--- config.mk ---
export PLATFORM = sky130hd
export DESIGN_NAME = mpram_wr_sched
export DESIGN_NICKNAME = d
export VERILOG_FILES = /design/src/rtl/mpram_wr_sched.sv
export SDC_FILE = /design/constraint.sdc
export NUM_CORES = 1
export LEC_CHECK = 0
export CORE_MARGIN = 5
export CORE_UTILIZATION = 42
export DETAILED_ROUTE_END_ITERATION = 7
export DONT_BUFFER_PORTS = 1
export SYNTH_ARGS = -nofsm -noshare
export SYNTH_HDL_FRONTEND = slang
export SYNTH_SLANG_ARGS = --single-unit
export TNS_END_PERCENT = 50
--- constraint.sdc ---
create_clock -name clk -period 3.4 [get_ports clk]
set_clock_uncertainty 0.05 [all_clocks]
set_input_delay 0.17 -clock clk [delete_from_list [all_inputs] [get_ports clk]]
set_output_delay 0.17 -clock clk [all_outputs]
set_load 0.03 [all_outputs]
--- src/rtl/mpram_wr_sched.sv ---
// Write scheduler in front of the multiport RAM: one FIFO per write port, at most one
// write per port per cycle, same-address heads serialised so the RAM never sees a same-cycle clash.
module mpram_wr_sched #(
    parameter int Width     = 8,
    parameter int Depth     = 32,
    parameter int WrNum     = 2,
    parameter int FifoDepth = 2,
    localparam int AW       = $clog2(Depth)
) (
    input  logic                         clk,
    input  logic                         rst,
    input  logic [WrNum-1:0]             req_valid,
    output logic [WrNum-1:0]             req_ready,
    input  logic [WrNum-1:0][AW-1:0]     req_addr,
    input  logic [WrNum-1:0][Width-1:0]  req_data,
    output logic [WrNum-1:0][AW-1:0]     wa,
    output logic [WrNum-1:0]             we,
    output logic [WrNum-1:0][Width-1:0]  din,
    output logic [WrNum-1:0]             collide,
    output logic                         idle
);

    localparam int CW = $clog2(FifoDepth + 1);
    localparam int PW = (FifoDepth > 1) ? $clog2(FifoDepth) : 1;

    logic [AW-1:0]    mem_addr_q [WrNum][FifoDepth];
    logic [Width-1:0] mem_data_q [WrNum][FifoDepth];

    logic [PW-1:0] rd_ptr_q [WrNum];
    logic [PW-1:0] rd_ptr_d [WrNum];
    logic [PW-1:0] wr_ptr_q [WrNum];
    logic [PW-1:0] wr_ptr_d [WrNum];
    logic [CW-1:0] count_q  [WrNum];
    logic [CW-1:0] count_d  [WrNum];

    logic [WrNum-1:0] blocked_q, blocked_d;
    logic [WrNum-1:0] cand, gnt, push;
    logic [AW-1:0]    head_addr [WrNum];
    logic [Width-1:0] head_data [WrNum];

    logic [WrNum-1:0]            we_q, collide_q;
    logic [WrNum-1:0][AW-1:0]    wa_q;
    logic [WrNum-1:0][Width-1:0] din_q;

    function automatic logic [PW-1:0] ptr_inc(input logic [PW-1:0] p);
        return (p == PW'(FifoDepth - 1)) ? '0 : p + 1'b1;
    endfunction

    always_comb begin
        idle = ~|we_q;
        for (int i = 0; i < WrNum; i++) begin
            head_addr[i] = mem_addr_q[i][rd_ptr_q[i]];
            head_data[i] = mem_data_q[i][rd_ptr_q[i]];
            cand[i]      = (count_q[i] != '0);
            req_ready[i] = (count_q[i] != CW'(FifoDepth));
            push[i]      = req_valid[i] & req_ready[i];
            if (count_q[i] != '0) idle = 1'b0;
        end
    end

    // Within a same-address group, a previously held port outranks everyone else.
    always_comb begin
        gnt = '0;
        for (int i = 0; i < WrNum; i++) begin
            logic conflict, any_blk, lower, lower_blk;
            conflict  = 1'b0;
            any_blk   = 1'b0;
            lower     = 1'b0;
            lower_blk = 1'b0;
            for (int j = 0; j < WrNum; j++) begin
                if (j != i && cand[j] && head_addr[j] == head_addr[i]) begin
                    conflict = 1'b1;
                    if (blocked_q[j]) any_blk = 1'b1;
                    if (j < i) begin
                        lower = 1'b1;
                        if (blocked_q[j]) lower_blk = 1'b1;
                    end
                end
            end
            if (cand[i]) begin
                if (!conflict)                    gnt[i] = 1'b1;
                else if (blocked_q[i] || any_blk) gnt[i] = blocked_q[i] & ~lower_blk;
                else                              gnt[i] = ~lower;
            end
        end
    end

    always_comb begin
        for (int i = 0; i < WrNum; i++) begin
            rd_ptr_d[i] = gnt[i]  ? ptr_inc(rd_ptr_q[i]) : rd_ptr_q[i];
            wr_ptr_d[i] = push[i] ? ptr_inc(wr_ptr_q[i]) : wr_ptr_q[i];
            count_d[i]  = count_q[i];
            if (push[i] && !gnt[i])      count_d[i] = count_q[i] + CW'(1);
            else if (!push[i] && gnt[i]) count_d[i] = count_q[i] - CW'(1);
            blocked_d[i] = cand[i] & ~gnt[i];
        end
    end

    always_ff @(posedge clk or posedge rst) begin
        if (rst) begin
            for (int i = 0; i < WrNum; i++) begin
                rd_ptr_q[i] <= '0;
                wr_ptr_q[i] <= '0;
                count_q[i]  <= '0;
            end
            blocked_q <= '0;
            we_q      <= '0;
            collide_q <= '0;
            wa_q      <= '0;
            din_q     <= '0;
        end else begin
            for (int i = 0; i < WrNum; i++) begin
                rd_ptr_q[i] <= rd_ptr_d[i];
                wr_ptr_q[i] <= wr_ptr_d[i];
                count_q[i]  <= count_d[i];
                if (gnt[i]) begin
                    wa_q[i]  <= head_addr[i];
                    din_q[i] <= head_data[i];
                end
            end
            blocked_q <= blocked_d;
            we_q      <= gnt;
            collide_q <= cand & ~gnt;
        end
    end

    // Storage needs no reset: an entry is only read once the count covers it.
    always_ff @(posedge clk) begin
        for (int i = 0; i < WrNum; i++) begin
            if (push[i]) begin
                mem_addr_q[i][wr_ptr_q[i]] <= req_addr[i];
                mem_data_q[i][wr_ptr_q[i]] <= req_data[i];
            end
        end
    end

    assign wa      = wa_q;
    assign we      = we_q;
    assign din     = din_q;
    assign collide = collide_q;

endmodule

# Yosys cells after proc, flatten, opt, wreduce, memory -nomap -nowiden
# Memory sizes are Yosys's and may differ from the RTL's.
# Index checks and enable logic that the tools add are counted.
word_totals:
  reg_bits: 40
  mem_bits_rw: 52
  input_bits: 30
  out_inout_bits: 33
  elab_cells: 116
  memories: 2
classes:
  addsub: 8
  magnitude_cmp: 6
  n_eq_ne: 4
  muxes: 48
  bitwise_logic: 15
  n_reduce_logical: 20
mem_list:
  columns: ["name", "depth", "word_bits", "rd", "rd_ports_with_merged_regs", "write_ports", "line", "text"]
  rows:
  - ["mem_data_q", 2, 16, 2, 0, 2, "27", "logic [Width-1:0] mem_data_q [WrNum][FifoDepth];"]
  - ["mem_addr_q", 2, 10, 2, 0, 2, "26", "logic [AW-1:0] mem_addr_q [WrNum][FifoDepth];"]
op_table:
  columns: ["operator", "n"]
  rows:
  - ["8-bit two-way mux", 8]
  - ["5-bit two-way mux", 8]
  - ["16-bit two-way mux", 2]
  - ["1-bit two-way mux", 20]
  - ["10-bit two-way mux", 2]
  - ["8-bit demux with 1-bit select", 2]
  - ["5-bit demux with 1-bit select", 2]
  - ["5-bit == test", 2]
  - ["2-bit >= comparator (second input constant)", 4]
  - ["1-bit logical AND", 8]
  - ["2-bit two-way mux", 4]
  - ["1-bit NOT with 2-bit output", 4]
  - ["2-bit nonzero test", 4]
  - ["1-bit AND", 5]
  - ["1-bit logical NOT", 5]
  - ["1-bit adder (second input constant)", 4]
  - ["2-bit by 1-bit adder with 2-bit output (second input constant)", 2]
  - ["2-bit by 1-bit < comparator with 1-bit output (second input constant)", 2]
  - ["2-bit != test (second input constant)", 2]
  - ["1-bit NOT", 4]
  - ["2-bit by 1-bit subtractor with 2-bit output (second input constant)", 2]
  - ["2-bit AND", 1]
  - ["1-bit logical OR", 2]
  - ["2-bit NOT", 1]
  - ["2-bit OR reduction", 1]

# Longest topological paths before layout
# Gate-level depths: netlist (run 1).
logic_depth:
  depth_word: 15
  ltp_mapped: 12
  depth_no_buf: 9

# Least setup slack after synthesis (run 1)
# OpenSTA, ideal clock, no wires.
synth_timing:
  kind: "register -> register"
  startpoint: "register rd_ptr_q[1] (netlist bit)"
  endpoint: "register count_q[1] (netlist bit)"
  setup_ps: 125
  arrival_ps: 2180
  required_ps: 3225
  path_slack_ps: 1044
  path_stages_with_launch: 12
  n_path_buf: 3
  synth_period_minus_slack_ps: 2356
  path_cell_list: "dfrtp_1 buf_6 mux2_4 a22o_1 nor3_4 a31o_1 buf_6 buf_6 ha_1 xor2_1 nor2_1 xor2_1"
synth_between:
  elab_chain_cells: 15
  word_cells_on_any_way: 20
  cone_classes: "eq/ne: 1; mux: 9; bitwise: 4; reduce/logical: 6"
synth_rtl:
  columns: ["element", "line", "text"]
  rows:
  - ["start, declared", "29", "logic [PW-1:0] rd_ptr_q [WrNum];"]
  - ["start signal, assigned by index", "113", "rd_ptr_q[i] <= rd_ptr_d[i];"]
  - ["1-bit NOT with 2-bit output (not written as such) (*)", "52", "head_addr[i] = mem_addr_q[i][rd_ptr_q[i]];"]
  - ["5-bit two-way mux (not written as such) (*) (3 in series)", "52", null]
  - ["5-bit == test (*)", "71", "if (j != i && cand[j] && head_addr[j] == head_addr[i]) begin"]
  - ["1-bit logical AND (*)", "71", null]
  - ["1-bit two-way mux", "71", null]
  - ["1-bit NOT", "82", "else if (blocked_q[i] || any_blk) gnt[i] = blocked_q[i] & ~lower_blk;"]
  - ["1-bit AND", "82", null]
  - ["1-bit two-way mux", "82", null]
  - ["1-bit two-way mux (*)", "81", "if (!conflict) gnt[i] = 1'b1;"]
  - ["1-bit two-way mux (*)", "80", "if (cand[i]) begin"]
  - ["1-bit logical NOT", "93", "if (push[i] && !gnt[i]) count_d[i] = count_q[i] + CW'(1);"]
  - ["1-bit logical AND", "93", null]
  - ["2-bit two-way mux or 2-bit nonzero test (tied branches)", null, null]
  - ["end signal, assigned by index", "115", "count_q[i] <= count_d[i];"]
  - ["end, declared", "33", "logic [CW-1:0] count_q [WrNum];"]
# Mark *: on every way between the ends. The rest lies on a longest branch, timed or not. The select of a mux whose other input is x is not followed.
# A chain may end at the register's enable or synchronous reset.

# Worst setup path in the final report (run 1)
layout_timing:
  startpoint: "register rd_ptr_q[0] (netlist bit)"
  endpoint: "register count_q[1] (netlist bit)"
# Same word-level chain as after synthesis.

==> results of run 1 <==
==> what timing repair did <==
| item | CTS | global route |
|---|---|---|
| hold buffers | 29 | 0 |
| setup buffers | 0 | 0 |
| endpoints found under the setup margin | 0 | 0 |
| endpoints found under the hold margin | 92 | 0 |
==> sequential cells by signal, summed over array words and instances (netlist names) <==
register,cells
mem_data_q,32
mem_addr_q,20
din,16
wa,10
count_q,4
rd_ptr_q,2
we,2
wr_ptr_q,2
blocked_q,1
collide,1
==> report_power, final <==
group	internal (W)	switching (W)
logic	0.000604	0.000555
registers	0.00155	0.000597
clock network	0.000435	0.000347
total	0.00259	0.00150
==> cell families (layout without fill, tap and decap cells) <==
kind of cell    Yosys count  in the layout  synth area share [%]
fa+ha+maj                 2              2                 0.704
buf+inv                  20             65                  3.59
flops                    90             90                  70.7
mux                      52             52                  16.9
compound gates            4              4                  1.44
simple gates             23             23                  3.45
xor+xnor                 13             13                  3.21
==> layout make-up <==
cell class	count	area, um^2	area share (%)
sequential	90	2510	60.3
multi-input combinational	94	912	21.9
timing repair buffer	36	343	8.23
clock buffer	12	145	3.48
tap	105	131	3.15
clock inverter	4	75.1	1.80
inverter	13	48.8	1.17
==> how the worst max path moves through the flow <==
stage	end	slack, ns
floorplan	count_q[1]$_DFFE_PP0P_	1.04
global placement	count_q[1]$_DFFE_PP0P_	0.76
detailed placement	count_q[1]$_DFFE_PP0P_	0.70
CTS	count_q[1]$_DFFE_PP0P_	0.70
global route	count_q[1]$_DFFE_PP0P_	0.55
finish	count_q[1]$_DFFE_PP0P_	0.72
==> stage by stage <==
step	utilization, %	instance area (um^2)
global route	50.7	4170
finish	50.7	4170
global placement	44.5	3660
floorplan	-	3550
CTS	50.7	4170
detailed placement	44.5	3660
==> routing by layer <==
metal	global-route usage [%]	part of all wire (%)	up-vias
met1	14.7	41	839
met5	0	0	-
met3	5.53	8.6	9
met2	19.3	49	40
met4	5.75	1.7	0
li1	-	-	809
==> cells in the final DEF, fill, tap and decap left out, drive strengths merged <==
master,count
edfxtp,52
dfrtp,38
mux2,36
dlygate4sd3,29
mux2i,16
inv,13
clkbuf,12
nor2,9
xor2,8
buf,7
xnor2,5
nand2,3
or2,2
nand2b,2
and3,2
ha,2
clkinvlp,2
bufinv,2
nor3,2
a22o,1
and2b,1
o22ai,1
a31o,1
a41oi,1
nand3,1
nor4,1
==> critical path, stage by stage (launching register included) <==
cell,delay [ns]
dfrtp_1,0.65
mux2_4,0.35
a22o_1,0.23
nor3_4,0.28
a31o_1,0.18
buf_4,0.27
ha_1,0.31
nor2_1,0.14
xor2_1,0.14
==> results.md, run 1 <==
- Largest net degree at the start of global routing: 39
- # rows: 33
- Worst Hold Depth: 1
- Clock slew at reported path FFs: 0.08 ns
- Critical path class: flip-flop to flip-flop
- Run status: finished, final reports clean
- Post-synth top area share: ~44%
- HP Start: req_valid[1]
- Maximum VDD drop: approximately 440 uV
- Hold Path Sink: mem_data_q[0][22]$_DFFE_PP_
- Synth warn: 0
- CP Capture Type: flip-flop
- Worst r2r src: rd_ptr_q[0]$_DFFE_PP0P_
- Fin crit period: 2.68 ns
- Post_cts resized: 0
- WHS: 0.355 ns
- Post-Synthesis Cells: 204
- Max Slew Vio Count: 0
- Placed cells: 309
- CTS max path bufs: 2
- Post-route antenna net violation count: 0
- Synth cell count leaders: edfxtp_1 (52), dfrtp_1 (38), mux2_2 (28), mux2i_1 (15), inv_1 (13)
- Syn Area/Cell: 17.4 um^2
- H-tree depth: 3
- GRT Total Usage: 12.4%
- FF+latch count, synth: 90
- Die height: 102 um
- Syn-to-layout area delta: 17.3%
- Path depth of the worst reg2reg path: 8
- Worst Path Arrival: 2.90 ns
- Sequential share of the synthesized area: 70.7%
- Total power: 0.00409 W
- Slew at the pin closest to its max-slew limit: about 0.84 ns
- Ys flop type: edfxtp_1
- Post-route setup TNS: 0 ns
- Leak pwr: roughly 1.7 nW
- Max FO, Critical Path: 16
- Ports: 63
- Fraction of layout cells with a size suffix above 1: between 20% and 30%
- Root buf cell: clkbuf_8
- Layout Cells excl Fill: around 350
- Final setup viols: 0
- I/O Buffers: 0
- Startpoint types: flip-flop
- Wirelength per Cell: between 15 and 20 um
- First-pass GRT wire length: 9520 um
- Total CTS buffers: 9
- Post-Place Setup Slack: 0.699 ns
- DRC: 0
- Largest cells by area after synthesis: edfxtp_1 (44%), dfrtp_1 (27%), mux2_2 (8.9%)
- Post-Syn Nets: 236
- Drt via density: between 4 and 5
- Initial antenna violation count: 0
- Die X: 102 um
- Initial Util: 43.2%
- Post-synth cell types: 25
- Antenna diodes: 0
- Relative slew slack: around 44%
- Worst setup path startpoint: rd_ptr_q[0]$_DFFE_PP0P_
- Post-route setup slack: 0.719 ns
- Hold WC Path Type: primary input to flip-flop
- Area leader, netlist: edfxtp_1
- CTS tree: done
- Core area: between 0.008 and 0.009 mm^2
- Dpl hpwl: about 4000 um
- Die area: 0.0104 mm^2
- Final Hold Fails: 0
- Final Wtd Congestion: approximately 0.70
- Fillers: 683
- Tcrit/Tclk final: 78.8%
- Max Freq: 0.373 GHz
- Post-synth EDFFs: 52
- Synthesized cell area: 0.00355 mm^2
- Most frequent cell after synthesis: edfxtp_1
- Global route overflow: 0
- Post-synth ARST share: a little over two fifths
- First drt pass iteration count: 4
- Nets: 276
- Vias in the first global route: 1,866
- Max-Cap Viols: 0
- Endpoint of the worst register-to-register path: count_q[1]$_DFFE_PP0P_
- PD cells: ~980 mW/mm^2
- Clock Latency Late Sink: 0.35 ns
- RSZ-0062 raised after global routing: no
- Initial DRC count: 36
- Required @ worst endpoint: 3.62 ns
- Routed vias: 1,697
- Total routed wirelength: 5860 um
- Clk sink count: 90
- R2R setup slack: 0.72 ns
Note: power is estimated with default switching activity, not from simulation.
==> run 2, diff against run 1 <==
clock period = 2.7 ns   (was 3.4 ns; I/O delays follow)
==> run 2 against run 1 <==
  * Sequential share of layout area grew 0.38 points
  * Sequential power up 26%
  * Worst setup slack got worse by 0.47 ns
  * Non-clock buffer count is 2 higher
  * Worst hold slack worse by 0.040 ns
  * Combinational power is 28% higher
  * Via count down 0.47%
  * Register-to-register slack got worse by 0.47 ns
  * Fmax up 9.5%
  * Critical path type unchanged
  * Largest power group unchanged
==> results.md, run 2 (same netlist as run 1, synthesis figures left out) <==
- Run status: finished, final reports clean
- Drt via density: 4.74 (-1.0%)
- Max FO, Critical Path: 13 (-3)
- Initial Util: 43.2% (unchanged)
- Cell area after layout: 0.00414 mm^2 (-0.63%)
- Die height: 102 um (unchanged)
- CTS max path bufs: 2 (unchanged)
- Fin crit period: 2.45 ns (-0.234 ns)
- Post-route antenna net violation count: 0 (unchanged)
- Core area: 0.00822 mm^2 (unchanged)
- DP Area: 0.00367 mm^2 (+0.41%)
- Final Wtd Congestion: 0.734 (+4.4%)
- Total routed wirelength: 5890 um (+0.36%)
- Global route overflow: 0 (unchanged)
- H-tree depth: 3 (unchanged)
- Max reg flops: 32 (unchanged)
- Placed cells: 311 (+0.65%)
- Layout Cells excl Fill: 356 (+0.56%)
- Post_cts resized: 0 (unchanged)
- Vias in the first global route: 1,842 (-1.3%)
- Tcrit/Tclk final: 90.6% (+12 points)
- Leak pwr: 1.66 nW (about the same)
- Commonest non-fill, non-tap cell in the layout: edfxtp_1
- Worst Path Arrival: 2.64 ns (-0.26 ns)
- CP Capture Type: flip-flop
- Maximum VDD drop: 478 uV (+9.0%)
- Clock Latency Late Sink: 0.35 ns (about the same)
- Startpoint types: flip-flop
- Max Slew Vio Count: 0 (unchanged)
- Most frequent cells in the layout: edfxtp_1 (52), dfrtp_1 (38), dlygate4sd3_1 (29)
- # rows: 33 (unchanged)
- Final setup viols: 0 (unchanged)
- Root buf cell: clkbuf_8
- Clock slew at reported path FFs: 0.08 ns (about the same)
- Wirelength per Cell: 16.5 um (-0.21%)
- Critical path class: flip-flop to flip-flop
- Antenna diodes: 0 (unchanged)
- DRC: 0 (unchanged)
- Relative slew slack: 44.3% (+0.28 points)
- Multi-input gate area: 912 um^2 (unchanged)
- RSZ-0062 raised after global routing: no
- First-pass GRT wire length: 9280 um (-2.5%)
- Largest net degree at the start of global routing: 39 (unchanged)
- GRT Total Usage: 12.2% (-0.18 points)
- Initial DRC count: 48 (+33%)
- Max Freq: 0.409 GHz (+9.5%)
- Clk sink count: 90 (unchanged)
- Hold WC Path Type: primary input to flip-flop
- Post-route setup TNS: 0 ns (unchanged)
- Seq. cell area: 0.00251 mm^2 (unchanged)
- CTS tree: done
- Ports: 63 (unchanged)
- PD cells: 1220 mW/mm^2 (+24%)
- Die X: 102 um (unchanged)
- Dpl hpwl: 3980 um (-0.27%)
- Routed vias: 1,689 (-0.47%)
- I/O Buffers: 0 (unchanged)
- Fin util: 50.4% (-0.32 points)
- Fraction of layout cells with a size suffix above 1: 25.1% (-0.20 points)
- Syn-to-layout area delta: 16.6%
- Nets: 278 (+0.72%)
- Fillers: 685 (+0.29%)
- Required @ worst endpoint: 2.90 ns (-0.72 ns)
- Initial antenna violation count: 0 (unchanged)
- Slew at the pin closest to its max-slew limit: 0.835 ns (-0.00417 ns)
- Die area: 0.0104 mm^2 (unchanged)
- Final Hold Fails: 0 (unchanged)
- Total CTS buffers: 9 (unchanged)
- First drt pass iteration count: 4 (unchanged)
- Max-Cap Viols: 0 (unchanged)
[run 2: layout make-up]
cell class                 instances  share of cell area, %
clock buffer                      12                   3.26
sequential                        90                   60.7
tap                              105                   3.17
inverter                          13                   1.18
multi-input combinational         94                   22.0
timing repair buffer              38                   8.64
clock inverter                     4                   1.06
[run 2: per-stage QoR]
stage          worst slack [ns]  power [W]  hold WS [ns]
5_1_grt                   0.106    0.00534         0.341
6_report                  0.253    0.00505         0.315
3_3_place_gp              0.292    0.00420         0.184
3_5_place_dp              0.243    0.00423         0.184
2_1_floorplan             0.344    0.00394         0.184
4_1_cts                   0.246    0.00512         0.327
[run 2: what timing repair did]
action / CTS / global route
hold endpoints to repair: 92 / 0
hold buffers: 29 / 0
setup buffers: 0 / 0
[run 2: power breakdown]
group | switching, W | internal (W) | leakage, nW
Combinational | 0.000701 | 0.000782 | 0.637
Clock | 0.000434 | 0.000423 | 0.0918
Sequential | 0.000749 | 0.00196 | 0.927
[run 2: path summary, 6_finish.rpt]
| check | endpoint | slack [ns] | cells past startpoint | startpoint |
|---|---|---|---|---|
| max | wa[9]$_DFFE_PP0P_ | 0.25 | 6 | rd_ptr_q[0]$_DFFE_PP0P_ |
| min | mem_data_q[0][22]$_DFFE_PP_ | 0.32 | 1 | req_valid[1] |
| max reg2reg | wa[9]$_DFFE_PP0P_ | 0.25 | 6 | rd_ptr_q[0]$_DFFE_PP0P_ |
| min reg2reg | wr_ptr_q[0]$_DFFE_PP0P_ | 0.45 | 1 | wr_ptr_q[0]$_DFFE_PP0P_ |
| max in group asynchronous | wa[0]$_DFFE_PP0P_ | 1.71 | 2 | rst |
| min in group asynchronous | din[0]$_DFFE_PP0P_ | 0.36 | 2 | rst |
[run 2: per-layer routing]
layer | up-vias | wire length [um] | GRT usage (%)
met3 | 12 | 424 | 4.03
li1 | 808 | - | -
met2 | 42 | 2840 | 19.6
met4 | 0 | 157 | 7.57
met1 | 827 | 2460 | 14.1
met5 | - | 0 | 0
[run 2: critical path: stages, from the launching register on]
cell and delay [ns]:
dfrtp_1 0.61, mux2_4 0.35, a22o_1 0.23, nor3_4 0.29, a31o_1 0.21, buf_4 0.24, mux2_2 0.36
==> run 3, diff against run 2 <==
CTS_BUF_LIST = sky130_fd_sc_hd__clkbuf_4 sky130_fd_sc_hd__clkbuf_8   (was not set)
SKIP_CTS_REPAIR_TIMING = 1   (was not set)
==> run 3 against run 2 <==
  * Combinational power about the same
  * Worst hold slack improved by 0.0016 ns
  * Power rose by 0.62%
  * First-iteration DRC count is 21% higher
  * Die area is the same
  * Core utilization grew 0.14 points
  * Via count is 1.1% higher
  * Non-clock buffer count unchanged
  * Largest power group unchanged
  * Highest routed layer unchanged
  * Critical path depth did not move
==> results.md, run 3 (same netlist as run 1, synthesis figures left out) <==
- WP buf/inv: 1 (unchanged)
- Routed vias: 1,708 (+1.1%)
- Root buf cell: clkbuf_8
- # rows: 33 (unchanged)
- P_int: 0.00319 W (+0.96%)
- Max-Cap Viols: 0 (unchanged)
- I/O Buffers: 0 (unchanged)
- Core area: 0.00822 mm^2 (unchanged)
- RSZ-0062 raised after global routing: no
- Cells along the critical path: mux2_4 -> a22o_1 -> nor3_4 -> a31o_1 -> buf_4 -> mux2_2
- Die area: 0.0104 mm^2 (unchanged)
- Clock power frac: 17.5% (+0.5 points)
- Die X: 102 um (unchanged)
- Initial DRC count: 58 (+21%)
- Worst r2r src: rd_ptr_q[0]$_DFFE_PP0P_
- Post-route antenna net violation count: 0 (unchanged)
- Path depth of the worst reg2reg path: 6 (unchanged)
- Startpoint types: flip-flop
- Leak pwr: 1.67 nW (+0.62%)
- Logic pwr share: 29.2% (-0.2 points)
- Vias in the first global route: 1,692 (-8.1%)
- Fin crit period: 2.45 ns (+0.00426 ns)
- Drt via density: 4.80 (+1.1%)
- Commonest non-fill, non-tap cell in the layout: edfxtp_1
- Wirelength per Cell: 16.7 um (+1.2%)
- Hold WC Path Type: primary input to flip-flop
- Most frequent cells in the layout: edfxtp_1 (52), dfrtp_1 (38), dlygate4sd3_1 (29)
- Die height: 102 um (unchanged)
- Run status: finished, final reports clean
- CTS max path bufs: 2 (unchanged)
- Syn-to-layout area delta: 16.9%
- Max Slew Vio Count: 0 (unchanged)
- Slowest-stage cell, CP: dfrtp_1
- Relative slew slack: 44.5% (+0.17 points)
- Sequential share of power: 53.3% (-0.3 points)
- P_sw: 0.00189 W (about the same)
- Global route overflow: 0 (unchanged)
- Endpoint of the worst register-to-register path: wa[9]$_DFFE_PP0P_
- PD cells: 1220 mW/mm^2 (+0.35%)
- Slew at the pin closest to its max-slew limit: 0.832 ns (-0.00256 ns)
- Clock Latency Late Sink: 0.35 ns (about the same)
- Fin util: 50.5% (+0.14 points)
- Max reg flops: 32 (unchanged)
- Worst path top cell family by delay: multiplexers
- Final Hold Fails: 0 (unchanged)
- Initial Util: 43.2% (unchanged)
- Dpl hpwl: 3980 um (unchanged)
- Final setup viols: 0 (unchanged)
- Nets: 278 (unchanged)
- GRT Total Usage: 12.0% (-0.17 points)
- First drt pass iteration count: 4 (unchanged)
- R2R setup slack: 0.25 ns (about the same)
- Worst Hold Depth: 1 (unchanged)
- CP max stage delay: 0.62 ns (about the same)
- Clk sink count: 90 (unchanged)
- Clock slew at reported path FFs: 0.08 ns (about the same)
- Total routed wirelength: 5950 um (+1.2%)
- Max FO, Critical Path: 13 (unchanged)
- DRC: 0 (unchanged)
- Maximum VDD drop: 480 uV (+0.42%)
- Critical path class: flip-flop to flip-flop
- H-tree depth: 3 (unchanged)
- Hold Path Sink: mem_data_q[0][22]$_DFFE_PP_
- Post-route setup slack: 0.249 ns (-0.00426 ns)
- Tcrit/Tclk final: 90.8% (+0.16 points)
- Worst Path Arrival: 2.64 ns (about the same)
- Largest net degree at the start of global routing: 39 (unchanged)
- Final Wtd Congestion: 0.734 (unchanged)
- CTS tree: done
- Post-route setup TNS: 0 ns (unchanged)
- Total CTS buffers: 9 (unchanged)
- Switching Fraction: 37.1% (-0.21 points)
- HP Start: req_valid[1]
- Total power: 0.00508 W (+0.62%)
- CP Capture Type: flip-flop
- Required @ worst endpoint: 2.89 ns (about the same)
- First-pass GRT wire length: 9000 um (-3.0%)
- Fraction of layout cells with a size suffix above 1: 26.3% (+1.2 points)
- Max Freq: 0.408 GHz (-0.17%)
- Antenna diodes: 0 (unchanged)
- Initial antenna violation count: 0 (unchanged)
- Post-Place Setup Slack: 0.243 ns (unchanged)
- Ports: 63 (unchanged)
-- run 3: cell counts in the layout (fill, tap and decap cells not counted) --
Identical to the previous run, type by type.
-- run 3: layer usage --
layer | part of all wire (%) | global-route usage, % | wire length [um] | up-vias
li1 | - | - | - | 809
met3 | 7.0 | 5.12 | 419 | 13
met2 | 49 | 18.9 | 2900 | 40
met4 | 2.9 | 7.57 | 170 | 0
met5 | 0 | 0 | 0 | -
met1 | 41 | 13.4 | 2470 | 846
-- run 3: how the worst max path moves through the flow --
stage	slack [ns]	cells past startpoint	from	to
finish	0.25	6	rd_ptr_q[0]$_DFFE_PP0P_	wa[9]$_DFFE_PP0P_
global route	0.11	7	rd_ptr_q[0]$_DFFE_PP0P_	wa[7]$_DFFE_PP0P_
CTS	0.25	6	rd_ptr_q[0]$_DFFE_PP0P_	wa[9]$_DFFE_PP0P_
detailed placement	0.24	6	rd_ptr_q[0]$_DFFE_PP0P_	din[14]$_DFFE_PP0P_
global placement	0.29	7	rd_ptr_q[1]$_DFFE_PP0P_	din[7]$_DFFE_PP0P_
floorplan	0.34	11	rd_ptr_q[1]$_DFFE_PP0P_	count_q[1]$_DFFE_PP0P_
-- run 3: cell type report --
class | count | area, um^2
clock inverters | 4 | 43.8
repair buffers | 38 | 358
multi-input cells | 94 | 912
fillers | 680 | 4060
flip-flops and latches | 90 | 2510
well taps | 105 | 131
clock buffers | 12 | 146
inverters | 13 | 48.8
-- run 3: metrics by stage --
stage,std cells,hold WS (ns),cell area (um^2)
finish,356,0.317,4150
global route,356,0.346,4150
CTS,327,-0.196,3860
detailed placement,311,0.184,3670
global placement,311,0.184,3670
floorplan,204,0.184,3550
-- run 3: power by group through the flow --
stage,combinational (W),sequential (W),clock (W)
after CTS,0.00148,0.00272,0.000906
final,0.00148,0.00270,0.000888
after global placement,0.00146,0.00274,0
after detailed placement,0.00147,0.00275,0
after floorplan,0.00134,0.00260,0
after global routing,0.00165,0.00276,0.000965
